**config.mk**
```make
export PLATFORM = sky130hd
export DESIGN_NAME = skill_executor
export DESIGN_NICKNAME = d
export VERILOG_FILES = /design/src/rtl/fight_pkg.sv /design/src/rtl/skill_regen_timer.sv /design/src/rtl/skill_executor.sv
export SDC_FILE = /design/constraint.sdc
export NUM_CORES = 1
export LEC_CHECK = 0
export CAP_MARGIN = 20
export CORE_MARGIN = 4
export CORE_UTILIZATION = 55
export CTS_CLUSTER_DIAMETER = 50
export CTS_CLUSTER_SIZE = 16
export DETAILED_ROUTE_END_ITERATION = 10
export PLACE_DENSITY = 0.9
export SETUP_SLACK_MARGIN = 0.1
export SYNTH_ARGS = -nofsm -noshare
export SYNTH_HDL_FRONTEND = slang
export SYNTH_SLANG_ARGS = --single-unit
```
**constraint.sdc**
```tcl
create_clock -name clk -period 3 [get_ports clk]
set_input_delay 0.3 -clock clk [delete_from_list [all_inputs] [get_ports clk]]
set_output_delay 0.3 -clock clk [all_outputs]
set_load 0.01 [all_outputs]
```
**src/rtl/fight_pkg.sv**
```systemverilog
`default_nettype none
// ------------------------------------------------------------------
// fight_pkg : phase encoding, skill tables and skill code constants
// Revision  : 1.0
// ------------------------------------------------------------------
package fight_pkg;

  typedef logic [2:0] phase_t;
  typedef logic [2:0] skill_t;

  localparam phase_t PH_IDLE    = 3'd0;
  localparam phase_t PH_WINDUP  = 3'd1;
  localparam phase_t PH_ACTIVE  = 3'd2;
  localparam phase_t PH_RECOVER = 3'd3;
  localparam phase_t PH_KO      = 3'd4;

  localparam skill_t SK_TELEPORT = 3'd0;
  localparam skill_t SK_HEAVY    = 3'd7;

  function automatic logic [7:0] dmg_of(input skill_t code);
    logic [7:0] d;
    case (code)
      3'd0:    d = 8'd0;
      3'd1:    d = 8'd3;
      3'd2:    d = 8'd4;
      3'd3:    d = 8'd5;
      3'd4:    d = 8'd4;
      3'd5:    d = 8'd6;
      3'd6:    d = 8'd7;
      default: d = 8'd12;
    endcase
    return d;
  endfunction

  function automatic logic [3:0] cost_of(input skill_t code);
    logic [3:0] c;
    case (code)
      3'd0:    c = 4'd2;
      3'd1:    c = 4'd1;
      3'd2:    c = 4'd1;
      3'd3:    c = 4'd2;
      3'd4:    c = 4'd2;
      3'd5:    c = 4'd3;
      3'd6:    c = 4'd3;
      default: c = 4'd5;
    endcase
    return c;
  endfunction

endpackage
`default_nettype wire

```
**src/rtl/skill_regen_timer.sv**
```systemverilog
`default_nettype none
// ------------------------------------------------------------------
// skill_regen_timer : free-running regen counter, one tick per PERIOD
// Revision          : 1.0
// ------------------------------------------------------------------
module skill_regen_timer #(
  parameter int PERIOD = 64
) (
  input  logic clk,
  input  logic reset,
  input  logic enable,
  output logic tick
);

  localparam int CW = $clog2(PERIOD);

  logic [CW-1:0] count;

  assign tick = enable && (count == CW'(PERIOD - 1));

  always_ff @(posedge clk or negedge reset) begin
    if (!reset) begin
      count <= '0;
    end else if (enable) begin
      count <= tick ? '0 : count + CW'(1);
    end
  end

endmodule
`default_nettype wire

```
**src/rtl/skill_executor.sv**
```systemverilog
`default_nettype none
// ------------------------------------------------------------------
// skill_executor : per-player skill FSM, energy/HP datapath, KO detect
// Optional combo chaining enabled by defining SKILL_COMBO_EN.
// Revision       : 1.0
// ------------------------------------------------------------------
module skill_executor
  import fight_pkg::*;
#(
  parameter int HP_INIT      = 100,
  parameter int ENERGY_MAX   = 15,
  parameter int WINDUP_CYC   = 2,
  parameter int ACTIVE_CYC   = 1,
  parameter int RECOVER_CYC  = 3,
  parameter int REGEN_PERIOD = 64
`ifdef SKILL_COMBO_EN
  ,
  parameter int COMBO_WINDOW = 8
`endif
) (
  input  logic       clk,
  input  logic       reset,
  input  logic       skill_valid,
  input  logic [2:0] skill,
  output logic       busy,
  output logic [2:0] phase,
  output logic       hit_pulse,
  output logic [7:0] damage_out,
  output logic [7:0] enemy_hp,
  output logic [3:0] energy,
  output logic       drop_pulse,
  output logic       ko
);

  localparam logic [3:0] EMAX   = 4'(ENERGY_MAX);
  localparam logic [7:0] W_LAST = 8'(WINDUP_CYC - 1);
  localparam logic [7:0] A_LAST = 8'(ACTIVE_CYC - 1);
  localparam logic [7:0] R_LAST = 8'(RECOVER_CYC - 1);

  phase_t     state;
  logic [7:0] cnt;
  skill_t     cur_skill;
  logic [1:0] combo;
  logic       tick;
  logic       regen_en;
  logic       accept;
  logic       start_hit;
  skill_t     hit_code;
  logic [3:0] cost;
  logic [7:0] base_dmg;
  logic [7:0] damage;
  logic [7:0] hp_after;
  logic [4:0] spend_sum;
  logic [3:0] energy_spent;
  logic [3:0] energy_regen;

  assign regen_en = (state != PH_KO);

  skill_regen_timer #(
    .PERIOD (REGEN_PERIOD)
  ) u_regen (
    .clk    (clk),
    .reset  (reset),
    .enable (regen_en),
    .tick   (tick)
  );

  assign cost   = cost_of(skill);
  assign accept = (state == PH_IDLE) && skill_valid && (energy >= cost);

  // Teleport lands on the accept edge itself; everything else lands at the end of WINDUP.
  assign start_hit = (accept && (skill == SK_TELEPORT)) ||
                     ((state == PH_WINDUP) && (cnt == 8'd0));
  assign hit_code  = (state == PH_IDLE) ? skill : cur_skill;
  assign base_dmg  = dmg_of(hit_code);
  assign damage    = base_dmg + ((base_dmg != 8'd0) ? {6'd0, combo} : 8'd0);
  assign hp_after  = (enemy_hp > damage) ? (enemy_hp - damage) : 8'd0;

  // Affordability is judged on pre-regen energy; a coincident tick is credited after the spend.
  assign spend_sum    = {1'b0, energy} - {1'b0, cost} + {4'd0, tick};
  assign energy_spent = (spend_sum > {1'b0, EMAX}) ? EMAX : spend_sum[3:0];
  assign energy_regen = (tick && (energy != EMAX)) ? (energy + 4'd1) : energy;

  assign phase = state;
  assign busy  = (state == PH_WINDUP) || (state == PH_ACTIVE) || (state == PH_RECOVER);
  assign ko    = (state == PH_KO);

  always_ff @(posedge clk or negedge reset) begin
    if (!reset) begin
      state      <= PH_IDLE;
      cnt        <= 8'd0;
      cur_skill  <= SK_TELEPORT;
      enemy_hp   <= 8'(HP_INIT);
      energy     <= EMAX;
      damage_out <= 8'd0;
      hit_pulse  <= 1'b0;
      drop_pulse <= 1'b0;
    end else begin
      hit_pulse  <= start_hit;
      drop_pulse <= skill_valid && !accept;
      energy     <= accept ? energy_spent : energy_regen;
      if (start_hit) begin
        damage_out <= damage;
        enemy_hp   <= hp_after;
      end
      case (state)
        PH_IDLE: begin
          if (accept) begin
            cur_skill <= skill;
            if (skill == SK_TELEPORT) begin
              state <= PH_ACTIVE;
              cnt   <= A_LAST;
            end else begin
              state <= PH_WINDUP;
              cnt   <= W_LAST;
            end
          end
        end
        PH_WINDUP: begin
          if (cnt == 8'd0) begin
            state <= PH_ACTIVE;
            cnt   <= A_LAST;
          end else begin
            cnt <= cnt - 8'd1;
          end
        end
        PH_ACTIVE: begin
          if (enemy_hp == 8'd0) begin
            state <= PH_KO;
          end else if (cnt == 8'd0) begin
            state <= PH_RECOVER;
            cnt   <= R_LAST;
          end else begin
            cnt <= cnt - 8'd1;
          end
        end
        PH_RECOVER: begin
          if (cnt == 8'd0) begin
            state <= PH_IDLE;
          end else begin
            cnt <= cnt - 8'd1;
          end
        end
        PH_KO: begin
          state <= PH_KO;
        end
        default: begin
          state <= PH_IDLE;
        end
      endcase
    end
  end

`ifdef SKILL_COMBO_EN
  logic [4:0] idle_cnt;

  // Reset value is saturated so the first skill after reset never chains.
  always_ff @(posedge clk or negedge reset) begin
    if (!reset) begin
      idle_cnt <= 5'd31;
      combo    <= 2'd0;
    end else begin
      if ((state == PH_RECOVER) && (cnt == 8'd0)) begin
        idle_cnt <= 5'd0;
      end else if ((state == PH_IDLE) && (idle_cnt != 5'd31)) begin
        idle_cnt <= idle_cnt + 5'd1;
      end
      if (accept) begin
        if (32'(idle_cnt) < COMBO_WINDOW) begin
          combo <= (combo == 2'd3) ? 2'd3 : (combo + 2'd1);
        end else begin
          combo <= 2'd0;
        end
      end
    end
  end
`else
  assign combo = 2'd0;
`endif

endmodule
`default_nettype wire

```
### Word level (Yosys, flattened, before mapping)

Index checks and enable logic that the tools add are counted.

| storage, ports and cells | value |
|---|---|
| register bits after elaboration | 42 |
| input bits | 6 |
| output and inout port bits | 27 |

| operators by class | value |
|---|---|
| add/subtract/negate cells | 6 |
| magnitude comparators | 3 |
| eq/ne operators | 25 |
| mux-type cells | 22 |
| reductions and logical operators | 25 |

Operators with widths:

| cell | number |
|---|---|
| $mux W8 | 6 |
| $pmux W8 S4 | 1 |
| $pmux W4 S6 | 1 |
| $eq A3 B3 Y1 const B | 7 |
| $eq A3 B2 Y1 const B | 6 |
| $mux W3 | 6 |
| $logic_not A8 Y1 | 2 |
| $pmux W3 S5 | 1 |
| $mux W4 | 3 |
| $ne A2 B2 Y1 const B | 5 |
| $eq A3 B1 Y1 const B | 3 |
| $logic_not A3 Y1 | 3 |
| $pmux W3 S3 | 1 |
| $gt A8 B8 Y1 | 1 |
| $reduce_and A4 Y1 | 2 |
| $sub A8 B1 Y8 const B | 1 |
| $sub A8 B8 Y8 | 1 |
| $logic_and A1 B1 Y1 | 7 |
| $add A6 B1 Y6 const B | 1 |
| $eq A6 B6 Y1 const B | 1 |
| $mux W6 | 1 |
| $reduce_or A2 Y1 | 3 |
| $add A5 B1 Y5 | 1 |
| $gt A5 B4 Y1 const B | 1 |
| other kinds (14) | 16 |

### Depth between registers and ports, before layout

| depth | value |
|---|---|
| word-level depth | 8 |
| gate-level depth with buffers | 15 |
| gate-level depth less buffers | 14 |

### Cells and area by module

A second synthesis with hierarchy kept.

| unflattened totals | value |
|---|---|
| cell total of the unflattened synthesis | 267 |
| area total of the unflattened synthesis | 2620.0 µm² |

By module, submodules not included:

| module | instances | cells each | area an instance (µm²) | sequential area each (µm²) |
|---|---|---|---|---|
| skill_executor | 1 | 242 | 2329.7 | 809.5 |
| skill_regen_timer | 1 | 25 | 290.3 | 150.1 |

### Least setup slack after synthesis

No wires, ideal clock.

| timing | value |
|---|---|
| path kind | reg-to-reg |
| from | reg state[0] (netlist: phase[0]) |
| to | reg energy[2] |
| setup time | 77 ps |
| arrival time | 2702 ps |
| slack | 221 ps |
| cell stages (with the launch flop) | 16 |
| period minus slack after synthesis | 2779 ps |
| cells stage by stage | dfrtp_1 > buf_2 > nor2_2 > nand2_2 > inv_2 > nor3_4 > inv_2 > ha_1 > inv_1 > ha_1 > fa_1 > a21oi_1 > o21bai_1 > xnor2_1 > nor2_1 > o22ai_1 |

| between the ends | value |
|---|---|
| cells in the longest elaborated chain, start to end | 6 |

RTL lines:

| item | RTL line | text |
|---|---|---|
| from (decl) | skill_executor.sv:40 | `phase_t state;` |
| from (signal assigned) | skill_executor.sv:90 | `state <= PH_IDLE;` |
| from (signal assigned) | skill_executor.sv:111 | `state <= PH_ACTIVE;` |
| from (signal assigned) | skill_executor.sv:114 | `state <= PH_WINDUP;` |
| $ne A3 B3 Y1 | skill_executor.sv:57 | `assign regen_en = (state != PH_KO);` |
| $logic_and A1 B1 Y1 | skill_regen_timer.sv:19 | `assign tick = enable && (count == CW'(PERIOD - 1));` |
| $add A5 B1 Y5 | skill_executor.sv:80 | `assign spend_sum = {1'b0, energy} - {1'b0, cost} + {4'd0, tick};` |
| $gt A5 B4 Y1 | skill_executor.sv:81 | `assign energy_spent = (spend_sum > {1'b0, EMAX}) ? EMAX : spend_sum[3:0];` |
| $mux W4 | skill_executor.sv:81 |  |
| $mux W4 | skill_executor.sv:101 | `energy <= accept ? energy_spent : energy_regen;` |
| to (signal assigned) | skill_executor.sv:101 |  |
| to (decl) | skill_executor.sv:30 | `output logic [3:0] energy,` |

Parallel ways exist; a longest one is shown, timed or not.
A chain may end at the register's enable or synchronous reset.

### Worst setup path after layout

| timing | value |
|---|---|
| from | reg state[0] (netlist: phase[0]) |
| to | reg energy[0] |

The elaborated chain is that of the path after synthesis.

==> flow_summary_export.csv <==
group,metric,value,unit
status,status,"complete, no violations",
timing,maxSlewHeadroom,42.6,%
clocking,root_buffer,"clkbuf_8",
clocking,cts_buffer_depth,2,
timing,finalCriticalPeriod,2.79,ns
clocking,cts_made_buffers,5,
synthesis,synth-edff-count,0,
pwr,p_per_area,340,mW/mm2
cells_and_area,nets,339,
setup_path,critPathKind,"flip-flop to flip-flop",
routing,routed_wirelength,5860,um
pwr,vdd_ir_drop_max,182,uV
synthesis,synth_flop_cell,"dfrtp_1",
cells_and_area,areaGrowthSynthToFinish,20.7,%
synthesis,netlist_instances,275,
routing,drt_iter0_markers,130,
clocking,ctsHtreeMaxLevel,2,
timing,setup_viol,0,
clocking,path_clk_slew,0.08,ns
pwr,design_power_total,1.08,mW
placed_design,place.port_buffers,28,
global_routing,grt_pass1_vias,2141,
synthesis,synth_top_cell_by_area,"dfrtp_1",
clocking,tritoncts,"done",
synthesis,ys.warnings.count,0,
synthesis,yosys.area.top_type_share,29.6,%
floorplan,initial_core_util,58.7,%
synthesis,synth_area,0.00263,mm2
routing,dr.pass1.iters,4,
floorplan,die-width,77.1,um
timing,max_freq,358,MHz
setup_path,cp_max_fo,6,
global_routing,gr-usage-all-layers,20.8,%
setup_path,endpoint_kind,"flip-flop",
run,max_cap_viol_count,0,
floorplan,dieArea,0.00594,mm2
floorplan,dieHeight,77.1,um
synthesis,ys_async_sr_fraction,100,%
setup_path,cp.required,3.22,ns
routing,num_vias,2191,
placed_design,dp.final_hpwl,4210,um
synthesis,ys_seq_area_share,36.6,%
global_routing,overflow,0,
global_routing,grt_max_degree,39,
cells_and_area,diodes,0,
clocking,clock_sinks,38,
placed_design,place_congestion,0.872,
routing,drc,0,
floorplan,rows,24,
timing,finalHoldViolCount,0,
worst_hold_path,hold_path_class,"input port to async pin",
timing,worst_pin_slew,0.861,ns
floorplan,ios,33,
setup_path,arrival,3.01,ns
routing,viasPerCell,5.97,
floorplan,core,0.00447,mm2
clocking,clk_latency,0.30,ns
synthesis,avgSynthCellArea,9.55,um2
timing,period_share,93.0,%
routing,ant_nets,0,
global_routing,grt_pass1_wl,10100,um
timing,fin_skew,0.00925,ns
cells_and_area,drive_gt1_share,19.7,%
timing,drv_slew,0,
synthesis,synth.distinct_cells,62,
timing,rsz0062_at_grt,"false",
global_routing,antenna_found_initial,0,
setup_path,startpoint_type,"flip-flop",
cells_and_area,finish.utilization,70.8,%
pwr,p_leak,1.41,nW
synthesis,synthTopCellsByArea,"dfrtp_1, ha_1, dfstp_2, mux2i_1, nor2_1",
routing,wl_per_cell,16.0,um
synthesis,yosys_register_bits,38,
==> layout by cell type (no fill, tap or decap), types with 3 or more instances in the layout <==
master	count
ha_1	16
nand4_1	3
nor3_1	9
nor2_1	22
buf_4	15
mux2_1	4
dfrtp_1	31
nand3_1	6
or3_1	3
clkbuf_8	6
dfstp_2	7
nand2_1	17
mux2i_1	9
o21ai_0	5
inv_1	16
a21oi_1	13
mux2_2	3
o31ai_1	6
mux2_4	5
xor2_1	5
a21o_1	3
conb_1	4
o21ai_1	11
clkdlybuf4s50_1	25
nand2b_1	6
xnor2_1	3
==> layer usage <==
layer | track usage [%] | part of all wire, % | routed length [um]
met5 | 0 | 0 | 0
met4 | 6.23 | 1.6 | 95
met3 | 4.10 | 5.1 | 298
met2 | 34.9 | 50 | 2910
met1 | 27.1 | 44 | 2550
==> through the flow <==
step	instance area (um2)	std cells	setup WS [ns]	setup TNS (ns)	hold WS, ns
final	3170	367	0.210	0	0.103
after global routing	3170	367	0.0497	0	0.193
after CTS	3100	364	0.134	0	0.137
after detailed placement	2970	355	-0.0772	-0.554	0.460
after global placement	2970	355	0.0150	0	0.441
after floorplan	2640	278	0.221	0	0.00441
==> worst max-delay path, cell delays in order, from the launching register on <==
cell and delay [ns]:
dfrtp_1 0.43, nor2_2 0.09, nand2_2 0.13, inv_4 0.07
nor3_4 0.21, inv_2 0.08, ha_1 0.29, inv_1 0.04
ha_1 0.21, fa_2 0.39, a21oi_2 0.15, o21bai_2 0.09
xnor2_2 0.28, nor3_1 0.08, a21oi_1 0.16
==> registers in the layout (all words and copies together), names as in the netlist <==
register / count
drop_pulse: 1
damage_out: 4
cur_skill: 3
phase: 3
u_regen.count: 6
cnt: 8
energy: 4
enemy_hp: 8
hit_pulse: 1
==> layout make-up <==
class / count / area (um2)
clock buffer: 7 / 86.3
clock inverter: 1 / 30.0
fill: 301 / 1310
inverter: 18 / 70.1
multi-input combinational: 208 / 1560
sequential: 38 / 960
tap: 52 / 65.1
timing repair buffer: 43 / 393
==> what timing repair did <==
| item | in CTS | in global routing |
|---|---|---|
| setup endpoints to repair | 4 | 15 |
| resized for setup | 1 | 13 |
| hold buffers | 0 | 0 |
| pin swaps | 0 | 6 |
| buffers inserted | 1 | 3 |
==> report_power, final <==
part | total [mW] | switching (mW) | internal [mW]
Clock | 0.460 | 0.188 | 0.271
Combinational | 0.101 | 0.0588 | 0.0424
Sequential | 0.518 | 0.00229 | 0.515
==> path summary, 6_finish.rpt <==
check                            startpoint          endpoint  slack (ns)  cells past startpoint
setup / recovery                   phase[0]         energy[0]        0.21                     14
hold / removal                        reset       enemy_hp[1]        0.10                      1
setup reg to reg                   phase[0]         energy[0]        0.21                     14
hold reg to reg            u_regen.count[5]  u_regen.count[5]        0.49                      1
max in group asynchronous             reset            cnt[3]        2.35                      1
min in group clk                   skill[0]      cur_skill[0]        0.43                      3
==> cell usage after synthesis, types with 2 or more instances <==
master and count:
nor3_1 11, mux2_1 4, mux2_4 5, ha_1 17
nand2_1 17, mux2i_1 9, and3_1 2, buf_6 2
xnor2_1 4, o21ai_1 11, a21o_1 3, inv_2 2
o21ai_0 5, nand2_2 2, o31a_1 2, o22ai_1 2
nand2b_1 6, a21oi_1 15, a31oi_1 2, dfrtp_1 31
or3_1 4, nor2b_1 2, o21a_1 2, nor4b_1 2
xor2_1 5, nor2_1 22, buf_2 8, buf_4 4
nand4_1 3, nand3_1 6, mux2_2 3, nor2_2 2
nor4_1 2, o31ai_1 6, inv_1 16, and2_1 2
or2_1 2, fa_1 2, dfstp_2 7
==> cell families after synthesis <==
logic type	Yosys count	synth area share (%)
buf+inv	32	6.10
simple gates	93	19.6
other cells	1	0.143
fa+ha+maj	20	10.0
mux	21	9.29
compound gates	61	15.3
flops	38	36.6
xor+xnor	9	3.00
(Power assumes the default switching activity.)
